<file path="config.mk">
export PLATFORM = sky130hd
export DESIGN_NAME = instr_encoder
export DESIGN_NICKNAME = d
export VERILOG_FILES = /design/src/rtl/instr_enc_pkg.sv /design/src/rtl/instr_encoder_fifo.sv /design/src/rtl/instr_encoder.sv
export SDC_FILE = /design/constraint.sdc
export NUM_CORES = 1
export LEC_CHECK = 0
export CAP_MARGIN = 20
export CORE_ASPECT_RATIO = 0.9
export CORE_MARGIN = 2
export CORE_UTILIZATION = 45
export DETAILED_ROUTE_END_ITERATION = 12
export GPL_ROUTABILITY_DRIVEN = 0
export GPL_TIMING_DRIVEN = 0
export HOLD_SLACK_MARGIN = 0.08
export PLACE_DENSITY = 0.82
export SETUP_SLACK_MARGIN = 0.15
export SLEW_MARGIN = 20
export SYNTH_ARGS = -nofsm -noshare
export SYNTH_HDL_FRONTEND = slang
export SYNTH_SLANG_ARGS = --single-unit
</file>
<file path="constraint.sdc">
create_clock -name clk -period 5.25 [get_ports clk]
set_input_delay 1.05 -clock clk [delete_from_list [all_inputs] [get_ports clk]]
set_output_delay 1.05 -clock clk [all_outputs]
set_load 0.02 [all_outputs]
</file>
<file path="src/rtl/instr_enc_pkg.sv">
// Shared RV32I encoding types: instruction classes, opcodes, imm formats.
// Used by instr_encoder and the control-unit opcode decoder.
package instr_enc_pkg;

  typedef enum logic [2:0] {
    C_LOAD   = 3'd0,
    C_STORE  = 3'd1,
    C_OPIMM  = 3'd2,
    C_LUI    = 3'd3,
    C_OP     = 3'd4,
    C_BRANCH = 3'd5,
    C_JAL    = 3'd6,
    C_JALR   = 3'd7
  } instr_class_e;

  typedef enum logic [2:0] {
    IMM_I = 3'b000,
    IMM_S = 3'b001,
    IMM_B = 3'b010,
    IMM_J = 3'b011,
    IMM_U = 3'b100,
    IMM_R = 3'b101
  } imm_src_e;

  localparam logic [6:0] OPC_LOAD   = 7'b0000011;
  localparam logic [6:0] OPC_STORE  = 7'b0100011;
  localparam logic [6:0] OPC_OPIMM  = 7'b0010011;
  localparam logic [6:0] OPC_LUI    = 7'b0110111;
  localparam logic [6:0] OPC_OP     = 7'b0110011;
  localparam logic [6:0] OPC_BRANCH = 7'b1100011;
  localparam logic [6:0] OPC_JAL    = 7'b1101111;
  localparam logic [6:0] OPC_JALR   = 7'b1100111;

  function automatic logic [6:0] class_opcode(input instr_class_e c);
    logic [6:0] o;
    unique case (c)
      C_LOAD:   o = OPC_LOAD;
      C_STORE:  o = OPC_STORE;
      C_OPIMM:  o = OPC_OPIMM;
      C_LUI:    o = OPC_LUI;
      C_OP:     o = OPC_OP;
      C_BRANCH: o = OPC_BRANCH;
      C_JAL:    o = OPC_JAL;
      default:  o = OPC_JALR;
    endcase
    return o;
  endfunction

  function automatic imm_src_e class_fmt(input instr_class_e c);
    imm_src_e f;
    unique case (c)
      C_STORE:  f = IMM_S;
      C_LUI:    f = IMM_U;
      C_OP:     f = IMM_R;
      C_BRANCH: f = IMM_B;
      C_JAL:    f = IMM_J;
      default:  f = IMM_I;
    endcase
    return f;
  endfunction

endpackage

</file>
<file path="src/rtl/instr_encoder_fifo.sv">
// Output FIFO for the encoder: DEPTH x W, synchronous active-high reset.
// Ports: i_push/i_data write tail, i_pop/o_data read head, o_full/o_empty.
module enc_fifo #(
  parameter int DEPTH = 2,
  parameter int W     = 32
) (
  input  logic         clk,
  input  logic         rst,
  input  logic         i_push,
  input  logic [W-1:0] i_data,
  input  logic         i_pop,
  output logic [W-1:0] o_data,
  output logic         o_full,
  output logic         o_empty
);

  localparam int AW = $clog2(DEPTH);
  localparam int CW = AW + 1;

  logic [W-1:0]  r_mem [DEPTH];
  logic [AW-1:0] r_wptr;
  logic [AW-1:0] r_rptr;
  logic [CW-1:0] r_cnt;
  logic          w_push;
  logic          w_pop;

  assign o_full  = (r_cnt == CW'(DEPTH));
  assign o_empty = (r_cnt == '0);
  assign w_push  = i_push && !o_full;
  assign w_pop   = i_pop && !o_empty;
  assign o_data  = r_mem[r_rptr];

  always_ff @(posedge clk) begin
    if (w_push) r_mem[r_wptr] <= i_data;
  end

  always_ff @(posedge clk) begin
    if (rst) begin
      r_wptr <= '0;
      r_rptr <= '0;
      r_cnt  <= '0;
    end else begin
      if (w_push) r_wptr <= r_wptr + AW'(1);
      if (w_pop)  r_rptr <= r_rptr + AW'(1);
      unique case ({w_push, w_pop})
        2'b10:   r_cnt <= r_cnt + CW'(1);
        2'b01:   r_cnt <= r_cnt - CW'(1);
        default: r_cnt <= r_cnt;
      endcase
    end
  end

endmodule

</file>
<file path="src/rtl/instr_encoder.sv">
// RV32I instruction encoder: decoded fields -> 32-bit word, queued in
// enc_fifo with valid/ready. Optional imm range check: ENC_RANGE_CHECK_EN.
module instr_encoder
  import instr_enc_pkg::*;
#(
  parameter int DEPTH   = 2,
  parameter int COUNT_W = 16
) (
  input  logic               clk,
  input  logic               rst,
  input  logic               in_valid,
  output logic               in_ready,
  input  logic [2:0]         in_type,
  input  logic [4:0]         in_rd,
  input  logic [4:0]         in_rs1,
  input  logic [4:0]         in_rs2,
  input  logic [2:0]         in_funct3,
  input  logic               in_alt,
  input  logic [31:0]        in_imm,
  output logic               out_valid,
  input  logic               out_ready,
  output logic [31:0]        out_instr,
  output logic               out_err,
  output logic [COUNT_W-1:0] enc_count
);

`ifdef ENC_RANGE_CHECK_EN
  localparam int W = 33;
`else
  localparam int W = 32;
`endif

  instr_class_e       w_class;
  imm_src_e           w_fmt;
  logic [6:0]         w_opc;
  logic [2:0]         w_f3;
  logic [11:0]        w_i12;
  logic               w_shift;
  logic [31:0]        w_word;
  logic [W-1:0]       w_wdata;
  logic [W-1:0]       w_rdata;
  logic [W-1:0]       w_head;
  logic               w_full;
  logic               w_empty;
  logic               w_push;
  logic               w_pop;
  logic [W-1:0]       r_last;
  logic [COUNT_W-1:0] r_cnt;

  assign w_class = instr_class_e'(in_type);
  assign w_fmt   = class_fmt(w_class);
  assign w_opc   = class_opcode(w_class);
  assign w_shift = (w_class == C_OPIMM) &&
                   (in_funct3 == 3'b001 || in_funct3 == 3'b101);

  always_comb begin
    w_f3   = (w_class == C_JALR) ? 3'b000 : in_funct3;
    w_i12  = w_shift ? {1'b0, in_alt, 5'b0, in_imm[4:0]}
                     : in_imm[11:0];
    w_word = '0;
    unique case (w_fmt)
      IMM_I: w_word = {w_i12, in_rs1, w_f3, in_rd, w_opc};
      IMM_S: w_word = {in_imm[11:5], in_rs2, in_rs1, w_f3,
                       in_imm[4:0], w_opc};
      IMM_B: w_word = {in_imm[12], in_imm[10:5], in_rs2, in_rs1,
                       w_f3, in_imm[4:1], in_imm[11], w_opc};
      IMM_J: w_word = {in_imm[20], in_imm[10:1], in_imm[11],
                       in_imm[19:12], in_rd, w_opc};
      IMM_U: w_word = {in_imm[31:12], in_rd, w_opc};
      default: w_word = {1'b0, in_alt, 5'b0, in_rs2, in_rs1, w_f3,
                         in_rd, w_opc};
    endcase
  end

`ifdef ENC_RANGE_CHECK_EN
  logic w_err;
  logic w_ok12;
  logic w_ok13;
  logic w_ok21;

  // Value fits a signed N-bit field when all bits above N-2 match the sign.
  assign w_ok12 = (&in_imm[31:11]) | ~(|in_imm[31:11]);
  assign w_ok13 = (&in_imm[31:12]) | ~(|in_imm[31:12]);
  assign w_ok21 = (&in_imm[31:20]) | ~(|in_imm[31:20]);

  always_comb begin
    w_err = 1'b0;
    unique case (w_fmt)
      IMM_I: w_err = w_shift ? (|in_imm[31:5]) : !w_ok12;
      IMM_S: w_err = !w_ok12;
      IMM_B: w_err = !w_ok13 || in_imm[0];
      IMM_J: w_err = !w_ok21 || in_imm[0];
      IMM_U: w_err = |in_imm[11:0];
      default: w_err = 1'b0;
    endcase
  end

  assign w_wdata = {w_err, w_word};
  assign out_err = w_head[32];
`else
  assign w_wdata = w_word;
  assign out_err = 1'b0;
`endif

  assign in_ready  = !w_full && !rst;
  assign out_valid = !w_empty;
  assign w_push    = in_valid && in_ready;
  assign w_pop     = out_valid && out_ready;
  // Hold the last popped word on the outputs while the FIFO is empty.
  assign w_head    = w_empty ? r_last : w_rdata;
  assign out_instr = w_head[31:0];
  assign enc_count = r_cnt;

  enc_fifo #(
    .DEPTH (DEPTH),
    .W     (W)
  ) u_fifo (
    .clk     (clk),
    .rst     (rst),
    .i_push  (w_push),
    .i_data  (w_wdata),
    .i_pop   (w_pop),
    .o_data  (w_rdata),
    .o_full  (w_full),
    .o_empty (w_empty)
  );

  always_ff @(posedge clk) begin
    if (rst) begin
      r_last <= '0;
      r_cnt  <= '0;
    end else if (w_pop) begin
      r_last <= w_rdata;
      r_cnt  <= r_cnt + COUNT_W'(1);
    end
  end

endmodule
</file>
==> flow_summary.html <==
<table>
<tr><th>Metric</th><th>Value</th></tr>
<tr><th colspan="2">Critical path</th></tr>
<tr><td>Critical path destination</td><td>in_ready</td></tr>
<tr><td>Number of cells on the worst reg-to-reg path</td><td>7</td></tr>
<tr><td>Delay-heaviest family, CP</td><td>buffers and inverters</td></tr>
<tr><td>Worst reg2reg startpoint</td><td>u_fifo.r_cnt[0]</td></tr>
<tr><td>Type of the setup path with the least slack</td><td>in2out</td></tr>
<tr><td>Most used cell along the critical path</td><td>clkdlybuf4s50_1</td></tr>
<tr><td>Required time of the critical path</td><td>4.20 ns</td></tr>
<tr><td>Maximum fanout along the worst path</td><td>10</td></tr>
<tr><td>WP data arrival</td><td>2.89 ns</td></tr>
<tr><td>Cell Chain, Critical Path</td><td>clkdlybuf4s50_1 -&gt; buf_2 -&gt; buf_1 -&gt; a21oi_1 -&gt; clkdlybuf4s50_1</td></tr>
<tr><td>Slowest library cell on the worst path</td><td>clkdlybuf4s50_1</td></tr>
<tr><td>Internal reg-to-reg setup slack</td><td>3.18 ns</td></tr>
<tr><td>Crit-path max cell delay</td><td>0.56 ns</td></tr>
<tr><td>Total stage count of the critical path</td><td>5</td></tr>
<tr><td>Startpoint class of the critical path</td><td>input port</td></tr>
<tr><td>Critical R2R Capture</td><td>u_fifo.r_cnt[1]</td></tr>
<tr><td>Critical Path Sink Type</td><td>output port</td></tr>
<tr><td>Buffers and inverters on the worst path</td><td>4</td></tr>
<tr><td>CP startpoint</td><td>rst</td></tr>
<tr><th colspan="2">Global routing</th></tr>
<tr><td>GR Util met2</td><td>0.343</td></tr>
<tr><td>Sum of overflow across all layers after global routing</td><td>0</td></tr>
<tr><td>Pin count of the biggest net entering global routing</td><td>26</td></tr>
<tr><td>Number of global-route vias before repair</td><td>3944</td></tr>
<tr><td>Antenna violations before repair</td><td>0</td></tr>
<tr><td>GRT Total Usage</td><td>0.194</td></tr>
<tr><td>GRT busiest layer</td><td>met2</td></tr>
<tr><td>Wire length of the first global-routing pass</td><td>18700 um</td></tr>
<tr><td>Global routing usage on met3</td><td>0.0286</td></tr>
<tr><td>Met1 layer usage reported by global route</td><td>0.246</td></tr>
<tr><th colspan="2">Power</th></tr>
<tr><td>Share of total power in sequential cells</td><td>0.343</td></tr>
<tr><td>Power, Total</td><td>0.00326 W</td></tr>
<tr><td>Worst VDD drop</td><td>0.234 mV</td></tr>
<tr><td>P per Cell Area</td><td>491 nW/um2</td></tr>
<tr><td>Power share of the combinational group</td><td>0.454</td></tr>
<tr><td>Switching part of the total</td><td>0.374</td></tr>
<tr><td>Leakage dissipation</td><td>2.28 nW</td></tr>
<tr><td>Clk network pwr share</td><td>0.203</td></tr>
<tr><td>Cell-internal power</td><td>0.00204 W</td></tr>
<tr><td>Sw power</td><td>0.00122 W</td></tr>
<tr><th colspan="2">STA</th></tr>
<tr><td>Max_slew headroom</td><td>0.602</td></tr>
<tr><td>Final-report max-slew violation count</td><td>0</td></tr>
<tr><td>Slew at the pin closest to its max-slew limit</td><td>0.596 ns</td></tr>
<tr><td>Tightest hold margin</td><td>0.489 ns</td></tr>
<tr><td>Setup_tns</td><td>0 ns</td></tr>
<tr><td>Final critical path time including I/O delays and setup</td><td>3.94 ns</td></tr>
<tr><td>Worst clock skew</td><td>0.00782 ns</td></tr>
<tr><td>Setup repair after global routing missed its margin</td><td>false</td></tr>
<tr><td>Final critical-path share of the clock period</td><td>0.751</td></tr>
<tr><td>Hold Vio Cnt, Final</td><td>0</td></tr>
<tr><td>Highest clock rate</td><td>0.254 GHz</td></tr>
<tr><td>Final-report setup violation count</td><td>0</td></tr>
<tr><th colspan="2">Synthesis</th></tr>
<tr><td>Net count of the mapped netlist</td><td>531</td></tr>
<tr><td>Biggest area contributors in the synthesized netlist</td><td>edfxtp_1 (36%), dfxtp_1 (21%), nor2_1 (6.6%), mux2i_1 (6.4%), a21oi_1 (4.7%)</td></tr>
<tr><td>Most area-hungry cell type in the Yosys netlist</td><td>edfxtp_1</td></tr>
<tr><td>Fraction of synthesis flops using an asynchronous set or reset pin</td><td>0</td></tr>
<tr><td>Total standard cell area after synthesis</td><td>5030 um2</td></tr>
<tr><td>Sequential fraction of the synthesis area</td><td>0.565</td></tr>
<tr><td>Count of flip-flops with a built-in enable after synthesis</td><td>60</td></tr>
<tr><td>Synth Area per Inst</td><td>10.7 um2</td></tr>
<tr><td>Primary FF master, synth</td><td>edfxtp_1</td></tr>
<tr><td>Number of warning messages in the yosys log</td><td>0</td></tr>
<tr><td>Number of synthesized register bits</td><td>112</td></tr>
<tr><td>Number of distinct library cell variants in the gate-level netlist after synthesis</td><td>44</td></tr>
<tr><td>Count leader, synth</td><td>nor2_1</td></tr>
<tr><td>Share of the synthesized area in the top cell type</td><td>0.358</td></tr>
<tr><td>Gate Count Post-Synth</td><td>471</td></tr>
<tr><td>Synth top cells by count</td><td>nor2_1 (88), edfxtp_1 (60), dfxtp_1 (52)</td></tr>
<tr><th colspan="2">Route</th></tr>
<tr><td>Total routed wirelength</td><td>11800 um</td></tr>
<tr><td>DRC violation total after the first TritonRoute iteration</td><td>263</td></tr>
<tr><td>First-pass iteration count of the detailed router</td><td>4</td></tr>
<tr><td>Total via count after detailed routing</td><td>3981</td></tr>
<tr><td>DRC errors left</td><td>0</td></tr>
<tr><td>Final routed wire length divided by cell count</td><td>15.8 um</td></tr>
<tr><td>Routed vias/inst</td><td>5.33</td></tr>
<tr><td>Remaining number of nets flagged by the antenna check after routing</td><td>0</td></tr>
<tr><th colspan="2">Floorplanning</th></tr>
<tr><td>Standard-cell row count</td><td>36</td></tr>
<tr><td>Die outline width</td><td>115 um</td></tr>
<tr><td>I/O pin cnt</td><td>109</td></tr>
<tr><td>Die Area</td><td>12000 um2</td></tr>
<tr><td>Initial core utilization</td><td>0.463</td></tr>
<tr><td>Die Height</td><td>104 um</td></tr>
<tr><td>Standard cell core area</td><td>10900 um2</td></tr>
<tr><th colspan="2">Layout</th></tr>
<tr><td>Cell area after layout</td><td>6640 um2</td></tr>
<tr><td>Number of nets at the end of the flow</td><td>650</td></tr>
<tr><td>Proportion of layout cells with a drive suffix above 1</td><td>0.0857</td></tr>
<tr><td>Synth-to-layout area growth</td><td>31.9%</td></tr>
<tr><td>Fin util</td><td>0.611</td></tr>
<tr><td>N_diodes</td><td>0</td></tr>
<tr><th colspan="2">Job</th></tr>
<tr><td>Max-cap violations</td><td>0</td></tr>
<tr><th colspan="2">CTS</th></tr>
<tr><td>Bufs on Longest Clock Path</td><td>2</td></tr>
<tr><td>CTS Hold Buffers Added</td><td>0</td></tr>
<tr><td>Master cell of the clock root buffer</td><td>clkbuf_16</td></tr>
<tr><td>Clock tree sinks</td><td>112</td></tr>
<tr><td>CTS clock-pin slew for the worst setup and hold paths</td><td>0.07 ns</td></tr>
<tr><td>Setup Fix Bufs, Post-CTS</td><td>0</td></tr>
<tr><td>Worst-skew pair later-pin latency</td><td>0.34 ns</td></tr>
<tr><td>TritonCTS buffer count</td><td>9</td></tr>
<tr><td>Post-cts repair resize count</td><td>0</td></tr>
<tr><td>TritonCTS clock tree</td><td>yes</td></tr>
<tr><td>Maximum level of the CTS H-tree</td><td>3</td></tr>
<tr><th colspan="2">Place</th></tr>
<tr><td>Placed instance area</td><td>6340 um2</td></tr>
<tr><td>Detailed placer's ending HPWL</td><td>8730 um</td></tr>
<tr><td>Port-buffer cells</td><td>106</td></tr>
<tr><th colspan="2">Run status</th></tr>
<tr><td>Outcome</td><td>completed</td></tr>
<tr><th colspan="2">Worst hold path</th></tr>
<tr><td>Path class of the lowest-slack min-delay path</td><td>reg2reg</td></tr>
</table>
-- cell type report --
cell class	instances	area (um2)
Clock buffer	9	225
Clock inverter	7	72.6
Fill cell	863	4220
Buffer	36	159
Inverter	10	37.5
Sequential cell	112	2840
Tap cell	152	190
Timing Repair Buffer	108	1100
Multi-Input combinational cell	313	2010
-- kinds of logic after synthesis --
logic type | Yosys count | synth area share
XOR/XNOR | 14 | 0.0244
buffers and inverters | 46 | 0.0390
adder cells (fa/ha/maj) | 2 | 0.00497
flip-flops | 112 | 0.565
other | 1 | 0.000745
AO/OA/AOI/OAI | 110 | 0.137
AND/OR/NAND/NOR | 137 | 0.127
multiplexers | 49 | 0.102
-- per-stage QoR --
stage	setup slack (ns)	instances
after global placement	1.03	729
final	1.31	747
after detailed placement	1.33	731
after global routing	1.22	747
after CTS	1.32	747
after floorplan	2.18	471
-- cells in the final DEF (no fill, tap or decap), types with 3 or more instances in the layout --
| cell type | instances |
|---|---|
| a211oi_1 | 30 |
| a21oi_1 | 47 |
| a22o_1 | 6 |
| and2_1 | 3 |
| and3_1 | 4 |
| buf_1 | 3 |
| buf_2 | 7 |
| buf_4 | 4 |
| clkbuf_1 | 22 |
| clkbuf_16 | 9 |
| clkdlybuf4s50_1 | 106 |
| dfxtp_1 | 52 |
| edfxtp_1 | 60 |
| inv_1 | 10 |
| mux2_2 | 15 |
| mux2i_1 | 32 |
| nand2_1 | 10 |
| nand3_1 | 5 |
| nor2_1 | 86 |
| nor2b_1 | 9 |
| nor3_1 | 3 |
| nor4_1 | 3 |
| o21ai_0 | 11 |
| o22ai_1 | 8 |
| or3_1 | 4 |
| xnor2_1 | 10 |
| xor2_1 | 4 |
-- how the worst min path moves through the flow --
stage / start / endpoint / cells past startpoint
2_1_floorplan: r_last[1] / r_last[1] / 2
3_3_place_gp: r_last[1] / r_last[1] / 2
3_5_place_dp: r_last[1] / r_last[1] / 2
4_1_cts: r_last[1] / r_last[1] / 2
5_1_grt: r_last[1] / r_last[1] / 2
6_report: r_last[1] / r_last[1] / 2
-- state kept, by name, indices dropped and copies added, names as in the netlist, named ones only --
| name | count |
|---|---|
| r_last | 31 |
| u_fifo.r_wptr | 1 |
| u_fifo.r_cnt | 2 |
| u_fifo.r_rptr | 1 |
| u_fifo.r_mem | 60 |
| enc_count | 16 |
-- metal layers --
metal | vias up | wire length (um)
li1 | 1930 | -
met1 | 1898 | 5250
met2 | 142 | 5880
met3 | 11 | 567
met4 | 0 | 117
met5 | - | 0
-- worst register-to-register path, cell delays in order, from the launching register on --
cell and delay [ns]:
dfxtp_1 0.31, buf_4 0.15, o21a_1 0.20, buf_2 0.25
buf_2 0.28, ha_1 0.30, or3_1 0.38, a21oi_1 0.14
-- power groups by stage --
| stage | clock network, W | logic, W | registers, W |
|---|---|---|---|
| 5_1_grt | 0.000711 | 0.00157 | 0.00113 |
| 3_3_place_gp | 0 | 0.00144 | 0.00113 |
| 2_1_floorplan | 0 | 0.000856 | 0.00113 |
| 3_5_place_dp | 0 | 0.00147 | 0.00113 |
| 4_1_cts | 0.000674 | 0.00148 | 0.00112 |
| 6_report | 0.000662 | 0.00148 | 0.00112 |
Power figures use the tool's default switching activity.
